==> src/rtl/inst_fetch_queue.sv <==
`default_nettype none
// ============================================================================
// Module      : inst_fetch_queue
// Description : Sequential instruction fetch front end. It generates PC+4
//               fetch addresses and issues one-word reads to the instruction
//               cache. It tracks a single in-flight request across misses and
//               buffers returned words in a circular queue for decode. A
//               redirect flushes the queue and squashes an in-flight response.
// Revision    : 1.0 - initial release
// ----------------------------------------------------------------------------
// Ports
//   clk, rst             clock; synchronous active-high reset
//   redirect/_pc         flush and restart fetch at redirect_pc (word aligned)
//   ufp_addr/rmask       cache read request (rmask = 4'hF while requesting)
//   ufp_wmask/wdata      tied off, this port never writes
//   ufp_rdata/resp       cache read data and response strobe
//   iq_valid/pc/inst     registered head entry of the instruction queue
//   iq_ready             decode consumes the head when iq_valid & iq_ready
// ============================================================================
module inst_fetch_queue #(
  parameter int unsigned DEPTH    = 8,
  parameter logic [31:0] RESET_PC = 32'h1ECEB000
) (
  input  logic        clk,
  input  logic        rst,
  input  logic        redirect,
  input  logic [31:0] redirect_pc,
  output logic [31:0] ufp_addr,
  output logic [3:0]  ufp_rmask,
  output logic [3:0]  ufp_wmask,
  output logic [31:0] ufp_wdata,
  input  logic [31:0] ufp_rdata,
  input  logic        ufp_resp,
  output logic        iq_valid,
  output logic [31:0] iq_pc,
  output logic [31:0] iq_inst,
  input  logic        iq_ready
);

  localparam int unsigned     PTR_W     = $clog2(DEPTH);
  localparam int unsigned     CNT_W     = PTR_W + 1;
  localparam logic [CNT_W-1:0] DEPTH_CNT = CNT_W'(DEPTH);

  // Fetch / request tracking state
  logic [31:0]      fetch_pc;
  logic [31:0]      pending_pc;
  logic             outstanding;
  logic             squash;

  // Queue state
  logic [PTR_W-1:0] head;
  logic [PTR_W-1:0] tail;
  logic [CNT_W-1:0] count;
  logic [31:0]      pc_mem   [DEPTH];
  logic [31:0]      inst_mem [DEPTH];

  logic [31:0]      redirect_addr;
  logic [CNT_W-1:0] credits_used;
  logic             req;
  logic             accept;
  logic             push;
  logic             pop;
  logic             unused_redirect_lsbs;

  assign redirect_addr        = {redirect_pc[31:2], 2'b00};
  assign unused_redirect_lsbs = ^redirect_pc[1:0];

  // A live in-flight request already owns a queue slot; a squashed one does
  // not, since its data will be thrown away.
  assign credits_used = count + CNT_W'(outstanding & ~squash);
  assign req          = (credits_used < DEPTH_CNT) | redirect;

  // The cache only takes a new request when idle or when finishing the
  // previous one; otherwise the same address is re-presented.
  assign accept = req & (~outstanding | ufp_resp);
  assign push   = ufp_resp & outstanding & ~squash & ~redirect;
  assign pop    = iq_valid & iq_ready & ~redirect;

  assign ufp_addr  = redirect ? redirect_addr : fetch_pc;
  assign ufp_rmask = req ? 4'hF : 4'h0;
  assign ufp_wmask = 4'h0;
  assign ufp_wdata = 32'h0;

  // Head entry comes straight from queue storage; gated to zero when empty
  // so the outputs are clean after reset and flush.
  assign iq_valid = (count != '0);
  assign iq_pc    = iq_valid ? pc_mem[head]   : 32'h0;
  assign iq_inst  = iq_valid ? inst_mem[head] : 32'h0;

  // Request tracking
  always_ff @(posedge clk) begin
    if (rst) begin
      fetch_pc    <= RESET_PC;
      pending_pc  <= 32'h0;
      outstanding <= 1'b0;
      squash      <= 1'b0;
    end else if (accept) begin
      outstanding <= 1'b1;
      pending_pc  <= ufp_addr;
      fetch_pc    <= ufp_addr + 32'd4;
      squash      <= 1'b0;
    end else begin
      if (ufp_resp) begin
        outstanding <= 1'b0;
        squash      <= 1'b0;
      end
      // A redirect that cannot be accepted means a request is still in
      // flight with no response this cycle: remember to drop its data and
      // keep presenting the newest target.
      if (redirect) begin
        fetch_pc <= redirect_addr;
        if (outstanding) begin
          squash <= 1'b1;
        end
      end
    end
  end

  // Queue pointers and occupancy
  always_ff @(posedge clk) begin
    if (rst) begin
      head  <= '0;
      tail  <= '0;
      count <= '0;
    end else if (redirect) begin
      head  <= '0;
      tail  <= '0;
      count <= '0;
    end else begin
      if (push) begin
        tail <= tail + 1'b1;
      end
      if (pop) begin
        head <= head + 1'b1;
      end
      case ({push, pop})
        2'b10:   count <= count + 1'b1;
        2'b01:   count <= count - 1'b1;
        default: count <= count;
      endcase
    end
  end

  // Queue storage (no reset needed; outputs are gated by iq_valid)
  always_ff @(posedge clk) begin
    if (push) begin
      pc_mem[tail]   <= pending_pc;
      inst_mem[tail] <= ufp_rdata;
    end
  end

endmodule
`default_nettype wire

==> config.mk <==
export PLATFORM = sky130hd
export DESIGN_NAME = inst_fetch_queue
export DESIGN_NICKNAME = d
export VERILOG_FILES = /design/src/rtl/inst_fetch_queue.sv
export SDC_FILE = /design/constraint.sdc
export NUM_CORES = 1
export LEC_CHECK = 0
export CAP_MARGIN = 20
export CORE_UTILIZATION = 62
export CTS_BUF_LIST = sky130_fd_sc_hd__clkbuf_16
export DETAILED_ROUTE_END_ITERATION = 8
export PLACE_DENSITY = 0.88
export SYNTH_ARGS = -nofsm -noshare
export SYNTH_HDL_FRONTEND = slang
export SYNTH_SLANG_ARGS = --single-unit
==> constraint.sdc <==
create_clock -name clk -period 13.3 [get_ports clk]
set_clock_uncertainty 0.1 [all_clocks]
set_input_delay 2.66 -clock clk [delete_from_list [all_inputs] [get_ports clk]]
set_output_delay 2.66 -clock clk [all_outputs]
set_load 0.01 [all_outputs]
==> results of run 1 <==
-- through the flow --
step | total power, uW | cell area (um^2) | util [%] | std cells
finish | 3710 | 27400 | 72.9 | 2047
global route | 3810 | 27400 | 72.9 | 2046
CTS | 3730 | 27400 | 72.9 | 2046
detailed placement | 2260 | 25700 | 68.4 | 1946
global placement | 2250 | 25700 | 68.4 | 1946
floorplan | 2180 | 23800 | - | 1358
-- report_power, final --
part / total [uW] / switching, uW / internal, uW
Sequential: 2070 / 27.1 / 2040
Clock: 1490 / 654 / 839
Combinational: 152 / 83.9 / 68.5
Total: 3710 / 765 / 2950
-- flip-flops by register name, indices dropped and copies added (netlist names), named ones only --
register	flops
outstanding	1
pending_pc	32
count	4
inst_mem	256
head	3
pc_mem	256
tail	3
squash	1
fetch_pc	32
-- how the worst max path moves through the flow --
stage | start | to | slack [ns] | cells past startpoint
2_1_floorplan | redirect | inst_mem[0][0]$_DFFE_PP_ | 4.43 | 7
3_3_place_gp | redirect | ufp_addr[8] | 5.94 | 5
3_5_place_dp | redirect | ufp_addr[8] | 5.95 | 5
4_1_cts | redirect | ufp_addr[8] | 5.94 | 5
5_1_grt | redirect | ufp_addr[8] | 5.77 | 5
6_report | redirect | ufp_addr[8] | 5.90 | 5
-- cell usage in the layout (no fill, tap or decap), types with 5 or more instances in the layout --
cell type and n:
a31oi_1 5, nand2_1 21, nand3_1 14, nor2_1 132, xnor2_1 5, clkdlybuf4s50_1 165, nor2b_1 7, xor2_1 9
nor3_1 16, mux2_2 5, clkinv_1 13, a21oi_1 16, clkinv_2 11, mux4_2 128, ha_1 6, o21ai_0 12
nand4_1 10, nor4_1 7, inv_1 34, nor2_4 7, clkinvlp_4 5, edfxtp_1 512, buf_4 17, or3_1 5
dfxtp_1 76, conb_1 36, o21a_1 6, nand2b_1 5, a211oi_1 27, clkbuf_16 56, mux2i_1 93
-- per-layer routing --
metal	GRT usage, %	wire length, um	part of all wire, %
met5	0	0	0
met4	6.72	1010	2.1
met3	4.27	3860	8.0
met2	42.3	24000	50
met1	35.1	19600	40
-- final cells by class --
class | count | area [um^2] | share of cell area [%]
Multi-Input combinational cell | 631 | 6180 | 22.6
Sequential cell | 591 | 17000 | 61.9
Antenna cell | 1 | 2.50 | 0.00913
Inverter | 29 | 109 | 0.397
Timing Repair Buffer | 184 | 1790 | 6.53
Clock buffer | 56 | 1400 | 5.11
Clock inverter | 44 | 309 | 1.13
Tap cell | 511 | 639 | 2.33
-- worst max-delay path, stage by stage --
cell,delay [ns]
buf_2,0.08
buf_4,0.62
mux2i_1,0.57
inv_1,0.16
clkdlybuf4s50_1,0.52
-- logic make-up after synthesis --
kind of cell | count (synthesis) | share of synthesized area, %
flip-flops | 591 | 71.7
AND/OR/NAND/NOR | 253 | 5.16
multiplexers | 227 | 16.4
buffers and inverters | 136 | 2.99
AO/OA/AOI/OAI | 95 | 2.87
XOR/XNOR | 14 | 0.519
adder cells (fa/ha/maj) | 6 | 0.317
other | 1 | 0.0159
==> run metrics, run 1 <==
Worst Tran Pin Value 1.14 ns; setup bufs post-CTS 0; Root Driver clkbuf_16; worst r2r src count[0]$_SDFFE_PP0P_; htree depth 2; Synth Instances 1323; Tcrit/Tclk final 55.6%; CP Class input port to output pin; cts hold-fix bufs 0; Congestion Overflow GR 0; TNS Setup 0 ns; CTS buffer count between 50 and 60; NumNets Final about 1600; FFs w/ async S/R, synth 0%; Hold WC Path Type register to register; initial core utilization 62.9%; status finished, final reports clean; WP data arrival 4.64 ns; Iter 0 DRT Violations around 1200; CP Max Fanout 70; CP Capture Type output pin; final hold slack 0.392 ns; max cap viols 0; Die Wd 197 um; Main synth FF type edfxtp_1; Fmax achieved 135 MHz; post-CTS sizing 0; mean post-synth cell area 17.9 um^2; Post-Synthesis Cell Area 0.0236 mm^2; vias in the first global route 12700; Filler Cells Inserted 2159; worst hold path stage count 1; Num Clock Sinks 591; PwrDens 135 mW/mm^2; crit path time final 7.40 ns; pre-CTS setup slack 5.95 ns; top post-synthesis cells by area edfxtp_1, mux4_2, dfxtp_1; area of the die slightly below 0.04 mm^2; Vias/cell 6.11; largest net degree at the start of global routing 71; initial antenna violation count 1; WP data required 10.54 ns; Startpoint Class input port; peak supply drop ~0.084 mV; global-route wire length before repair 73.4 mm; Reg2Reg Depth 9; WL/cell 23.7 um; via count roughly 13000; synth warn 0; HP Start fetch_pc[0]$_SDFF_PP0_; Netlist cell types 59; core box area 0.0376 mm^2; Die Ht ~200 um; Final ANT Viol Nets 0; buffers added on ports 167; DRC Markers 0; Final WS setup around 6 ns; share of cells above drive strength 1 17.1%; Synth top cells by count edfxtp_1, nor2_1, mux4_2, mux2i_1, dfxtp_1; Yosys top cell area share roughly 65%; area grow syn2layout 15.9%; register area share after synthesis 71.7%; normalized max-slew margin 24.0%; DP HPWL 26.1 mm; count of final setup violators 0; hold-critical path endpoint fetch_pc[0]$_SDFF_PP0_; count leader, synth edfxtp_1; RSZ-0062 raised after global routing false; clk buf depth 3; CTS tree built; routability congestion estimate 0.887; first-pass detailed-route iteration total 5; register-to-register setup slack between 10 and 15 ns; RR Endpoint count[2]$_SDFFE_PP0P_; cell taking the most area after synthesis edfxtp_1; I/O pin count slightly above 200; Leak 0.00882 uW; clock-pin slew on the worst setup and hold paths 0.06 ns; gr usage total around a quarter; Final Hold Vio Count 0; Final Routed Wirelength 48.5 mm; Yosys reg bits 591; clk_lat worst skew 0.57 ns; EDFF count, synth between 500 and 600; num rows 71; Slew Viols, Final 0
Note: power is estimated with default switching activity, not from simulation.
==> run 2: changes to the inputs <==
- CORE_UTILIZATION: 62 -> 52
- PLACE_DENSITY: 0.88 -> 0.79
- clock period: 13.3 -> 6.8 ns (I/O delays scaled with it)
==> run 2 against run 1 <==
Combinational power up 97%; wire length about the same; final cell count increased by 4.5%; via count fell by 0.15%; sequential share of layout area is 0.59 points lower; critical path type unchanged; critical endpoint is now ufp_addr[4].
==> run metrics, run 2 (synthesized netlist as in run 1, its figures left out) <==
CP Max Fanout 48 (-31%); CP max stage cell buf_2; num rows 77 (+8.5%); buffers added on ports 167 (unchanged); HP Start tail[0]$_SDFFE_PP0P_; Largest regs inst_mem (256), pc_mem (256); wl on met1 20.6 mm (+5.0%); met2 routed WL 23.6 mm (-1.9%); Final Cell Area 0.0277 mm^2 (+0.96%); post-CTS sizing 0 (unchanged); WL/cell 22.7 um (-4.3%); TNS Setup 0 ns (unchanged); Final Hold Vio Count 0 (unchanged); internal power 5770 uW (+96%); clock-pin slew on the worst setup and hold paths 0.06 ns (about the same); Iter 0 DRT Violations 1071 (-7.1%); first-pass detailed-route iteration total 5 (unchanged); routability congestion estimate 0.834 (-6.0%); cells along the critical path buf_2 -> buf_4 -> mux2i_1 -> inv_1 -> clkdlybuf4s50_1; Num Clock Sinks 591 (unchanged); most frequent cells in the layout edfxtp_1, clkdlybuf4s50_1, nor2_1; diode count 0 (-1); delay-heaviest family, CP buffers and inverters; clk buf depth 3 (unchanged); initial antenna violation count 0 (-1); switch share 20.6% (+0.028 points); Final ANT Viol Nets 0 (unchanged); Root Driver clkbuf_16; Reg2Reg Depth 9 (unchanged); CTS buffer count 56 (+3.7%); Leak 0.00892 uW (+1.2%); Hold WC Path Type register to register; Tcrit/Tclk final 73.8%; PwrDens 263 mW/mm^2 (+94%); largest net degree at the start of global routing 66 (-7.0%); Max Used Layer met4; commonest non-fill, non-tap cell in the layout edfxtp_1; area of the die 0.0463 mm^2 (+19%); Congestion Overflow GR 0 (unchanged); initial core utilization 53.1% (-9.8 points); Seq pwr share 55.6% (about the same); CP Capture Type output pin; RSZ-0062 raised after global routing false; via count 12500 (-0.15%); worst path bufs/invs 4 (unchanged); CP Class input port to output pin; status finished, final reports clean; core box area 0.0445 mm^2 (+18%); count of final setup violators 0 (unchanged); hold-critical path endpoint tail[0]$_SDFFE_PP0P_; Startpoint Class input port; Slew Viols, Final 0 (unchanged); I/O pin count 206 (unchanged); RR Endpoint count[2]$_SDFFE_PP0P_; gr usage total 21.1% (-4.2 points); worst hold path stage count 2 (+1); CTS tree built; Fmax achieved 199 MHz; crit-path max cell delay 0.74 ns (+0.12 ns); WP data arrival 3.56 ns (-1.08 ns); worst r2r src count[0]$_SDFFE_PP0P_; register-to-register setup slack 3.90 ns (-6.40 ns); normalized max-slew margin 32.1% (+8.1 points); max cap viols 0 (unchanged); DRC Markers 0 (unchanged); vias in the first global route 12700 (-0.016%); Die Ht 215 um (+9.1%); Post-DP Area 0.0259 mm^2 (+0.93%); Final Routed Wirelength 48.5 mm (about the same); crit path time final 5.02 ns; share of cells above drive strength 1 16.9% (-0.20 points); NumNets Final 1577 (+0.70%); WP data required 5.34 ns (-5.20 ns); global-route wire length before repair 74.0 mm (+0.85%); clk_lat worst skew 0.60 ns (+0.03 ns); Clk pwr share 40.3% (about the same); cts hold-fix bufs 0 (unchanged); Die Wd 215 um (+9.1%); area grow syn2layout 17.0%; Vias/cell 5.84 (-4.4%); Worst Tran Pin Value 1.02 ns (-0.121 ns); setup bufs post-CTS 0 (unchanged); Comb pwr share 4.1% (about the same); DR WL met3 3.28 mm (-15%); peak supply drop 0.178 mV (+110%); DP HPWL 27.9 mm (+6.6%); htree depth 2 (unchanged); sw power 1500 uW (+96%)
[run 2: cell types whose count changed in the layout (fill, tap and decap cells not counted), sizes merged]
cell / change
clkbuf: +2
clkinv: -4
bufinv: -1
buf: +9
clkinvlp: -3
inv: +9
diode: -1
[run 2: layout make-up]
type | count | area [um^2]
clock buffers | 58 | 1450
clock inverters | 45 | 285
well taps | 592 | 741
repair buffers | 193 | 1910
fillers | 3134 | 16800
inverters | 29 | 109
flip-flops and latches | 591 | 17000
multi-input cells | 631 | 6190
[run 2: metrics by stage]
step / hold WS, ns / util (%) / total power [uW] / std cells / worst slack [ns]
4_1_cts: 0.397 / 62.1 / 7320 / 2139 / 1.78
2_1_floorplan: 0.345 / - / 4270 / 1358 / 0.953
6_report: 0.398 / 62.1 / 7270 / 2139 / 1.78
3_3_place_gp: 0.372 / 58.2 / 4400 / 2035 / 1.82
3_5_place_dp: 0.381 / 58.2 / 4410 / 2036 / 1.80
5_1_grt: 0.421 / 62.1 / 7490 / 2139 / 1.64
[run 2: worst register-to-register path, stage by stage (launching register included)]
cell and delay, ns:
dfxtp_1 0.38, o41ai_1 0.80, nor2_1 0.18, ha_1 0.32, xor2_1 0.17, ha_1 0.20, a21oi_1 0.15, xor2_1 0.09
or3_1 0.31, a21oi_1 0.13
[run 2: how the worst max path moves through the flow]
stage                        start                        to  slack (ns)  cells after the start
after CTS                 redirect               ufp_addr[5]        1.78                      5
after detailed placement  redirect               ufp_addr[5]        1.80                      5
after global routing      redirect               ufp_addr[5]        1.64                      5
after floorplan           redirect  inst_mem[2][0]$_DFFE_PP_        0.95                      7
final                     redirect               ufp_addr[4]        1.78                      5
after global placement    redirect               ufp_addr[4]        1.82                      5
[run 2: power by group through the flow]
stage	sequential [uW]	combinational, uW	clock [uW]
detailed placement	4120	295	0
global placement	4110	290	0
CTS	4040	298	2980
floorplan	4100	172	0
finish	4040	299	2930
global route	4050	323	3120
[run 2: per-layer routing]
metal / GRT usage (%) / vias to the layer above
met2: 34.3 / 520
li1: - / 5503
met5: 0 / -
met3: 3.26 / 74
met4: 6.19 / 0
met1: 29.8 / 6393
==> run 3: changes to the inputs <==
- CORE_UTILIZATION: 52 -> 58
- PLACE_DENSITY: 0.79 -> 0.83
- clock period: 6.8 -> 4.9 ns (I/O delays scaled with it)
==> run 3 against run 2 <==
Clock power is 43% higher; combinational power grew 40%; critical path depth unchanged; wire length rose by 0.86%; critical endpoint is now iq_pc[21]; die area is 10% lower; sequential share of layout area fell by 0.26 points; register-to-register slack worse by 1.9 ns; worst setup slack worse by 1.1 ns; hold slack got worse by 0.0077 ns; non-clock buffer count grew 4; sequential power increased by 39%; global-route usage is 2.8 points higher; critical path type is now register to output pin.
==> run metrics, run 3 (synthesized netlist as in run 1, its figures left out) <==
area of the multi-input gates 0.00619 mm^2 (unchanged); clock-pin slew on the worst setup and hold paths 0.06 ns (about the same); count of final setup violators 0 (unchanged); Vias/cell 5.97 (+2.3%); vias in the first global route 12700 (-0.39%); CP Max Fanout 43 (-10%); via count 12400 (-0.62%); RR Endpoint count[2]$_SDFFE_PP0P_; clk buf depth 3 (unchanged); Reg2Reg Depth 9 (unchanged); routability congestion estimate 0.841 (+0.77%); Clk pwr share 41.1% (+0.8 points); final hold slack 0.390 ns (-0.00775 ns); Final Cell Area 0.0278 mm^2 (+0.43%); worst hold path stage count 1 (-1); Congestion Overflow GR 0 (unchanged); post-CTS sizing 0 (unchanged); WP data arrival 3.10 ns (-0.46 ns); CTS tree built; HP Start fetch_pc[0]$_SDFF_PP0_; CP Class register to output pin; Die Ht 204 um (-5.3%); normalized max-slew margin 30.1% (-1.9 points); Total Power 10200 uW (+41%); sw power 2090 uW (+39%); max cap viols 0 (unchanged); first-pass detailed-route iteration total 7 (+2); Iter 0 DRT Violations 1035 (-3.4%); commonest non-fill, non-tap cell in the layout edfxtp_1; initial antenna violation count 0 (unchanged); initial core utilization 59.1% (+6.0 points); area grow syn2layout 17.5%; internal power 8140 uW (+41%); switch share 20.4% (-0.25 points); PwrDens 368 mW/mm^2 (+40%); Final Routed Wirelength 48.9 mm (+0.86%); register area 0.0170 mm^2 (unchanged); global-route wire length before repair 73.8 mm (-0.36%); hold-critical path endpoint fetch_pc[0]$_SDFF_PP0_; CP Capture Type output pin; clk_lat worst skew 0.59 ns (about the same); diode count 0 (unchanged); CTS buffer count 57 (+1.8%); CP max stage cell dfxtp_4; Seq pwr share 54.8% (-0.8 points); Worst Tran Pin Value 1.05 ns (+0.0292 ns); register-to-register setup slack 2.03 ns (-1.87 ns); Slew Viols, Final 0 (unchanged); Final Hold Vio Count 0 (unchanged); worst r2r src count[0]$_SDFFE_PP0P_; Startpoint Class register; worst path bufs/invs 2 (-2); Final ANT Viol Nets 0 (unchanged); share of cells above drive strength 1 17.5% (+0.64 points); DRC Markers 0 (unchanged); Comb pwr share 4.1% (about the same); crit-path max cell delay 0.79 ns (+0.05 ns); Die Wd 204 um (-5.3%); Hold WC Path Type register to register; NumNets Final 1582 (+0.32%); delay-heaviest family, CP buffers and inverters; Tcrit/Tclk final a little under nine tenths; buffers added on ports 167 (unchanged); Num Clock Sinks 591 (unchanged); RSZ-0062 raised after global routing false; largest net degree at the start of global routing 66 (unchanged); cells along the critical path buf_4 -> mux4_2 -> mux2i_1 -> nor2_1 -> clkdlybuf4s50_1; Leak 0.00900 uW (+0.98%); status finished, final reports clean; WP data required 3.82 ns (-1.52 ns); setup bufs post-CTS 0 (unchanged); area of the die 0.0416 mm^2 (-10%); num rows 73 (-5.2%); Largest regs inst_mem (256), pc_mem (256); Post-DP Area 0.0260 mm^2 (+0.25%); core box area 0.0400 mm^2 (-10%); Filler Cells Inserted 2507 (-20%); Fmax achieved about 240 MHz; DP HPWL 27.8 mm (-0.22%); htree depth 2 (unchanged); peak supply drop 0.278 mV (+56%); gr usage total 23.9% (+2.8 points); WL/cell 23.5 um (+3.8%); Root Driver clkbuf_16; cts hold-fix bufs 0 (unchanged); most frequent cells in the layout edfxtp_1, clkdlybuf4s50_1, nor2_1; I/O pin count 206 (unchanged); crit path time final 4.18 ns
run 3: changes by cell type in the layout (fill, tap and decap cells not counted), sizes merged:
cell	previous run	this run
inv	48	50
clkbuf	58	57
clkinvlp	3	1
bufinv	3	6
buf	28	32
run 3: power groups by stage:
stage | combinational (uW) | sequential [uW] | clock [uW]
global route | 452 | 5610 | 4450
floorplan | 239 | 5680 | 0
CTS | 418 | 5610 | 4260
global placement | 402 | 5700 | 0
finish | 418 | 5610 | 4200
detailed placement | 413 | 5710 | 0
run 3: layer usage:
metal	track usage, %	part of all wire (%)	up-vias
li1	-	-	5514
met1	33.2	41	6312
met2	39.6	49	530
met3	3.79	7.4	57
met4	6.63	1.7	0
met5	0	0	-
run 3: stage by stage:
step,std cells,worst slack [ns],utilization (%),setup TNS [ns]
2_1_floorplan,1358,-0.567,-,-197.89
3_3_place_gp,1973,0.986,65.0,0
3_5_place_dp,1973,0.974,65.0,0
4_1_cts,2078,0.634,69.4,0
5_1_grt,2078,0.586,69.4,0
6_report,2078,0.717,69.4,0
run 3: worst max path at each step:
stage / to / from / slack, ns / cells past startpoint
finish: iq_pc[21] / register / 0.72 / 5
global route: iq_pc[21] / register / 0.59 / 5
CTS: iq_pc[21] / register / 0.63 / 5
detailed placement: ufp_addr[16] / redirect / 0.97 / 5
global placement: ufp_addr[9] / redirect / 0.99 / 5
floorplan: inst_mem[2][0]$_DFFE_PP_ / redirect / -0.57 / 7
run 3: area by class of cell:
class / count / area share [%]
Clock buffer: 57 / 5.13
Tap cell: 525 / 2.36
Timing Repair Buffer: 197 / 7.42
Sequential cell: 591 / 61.1
Clock inverter: 48 / 1.32
Multi-Input combinational cell: 631 / 22.3
Inverter: 29 / 0.392
run 3: worst reg2reg max path, delay by kind of cell (launching register included):
kind	cells	cell delay [ns]
adder cells (fa/ha/maj)	2	0.50
AO/OA/AOI/OAI	3	1.05
flip-flops	1	0.38
AND/OR/NAND/NOR	2	0.49
XOR/XNOR	2	0.26
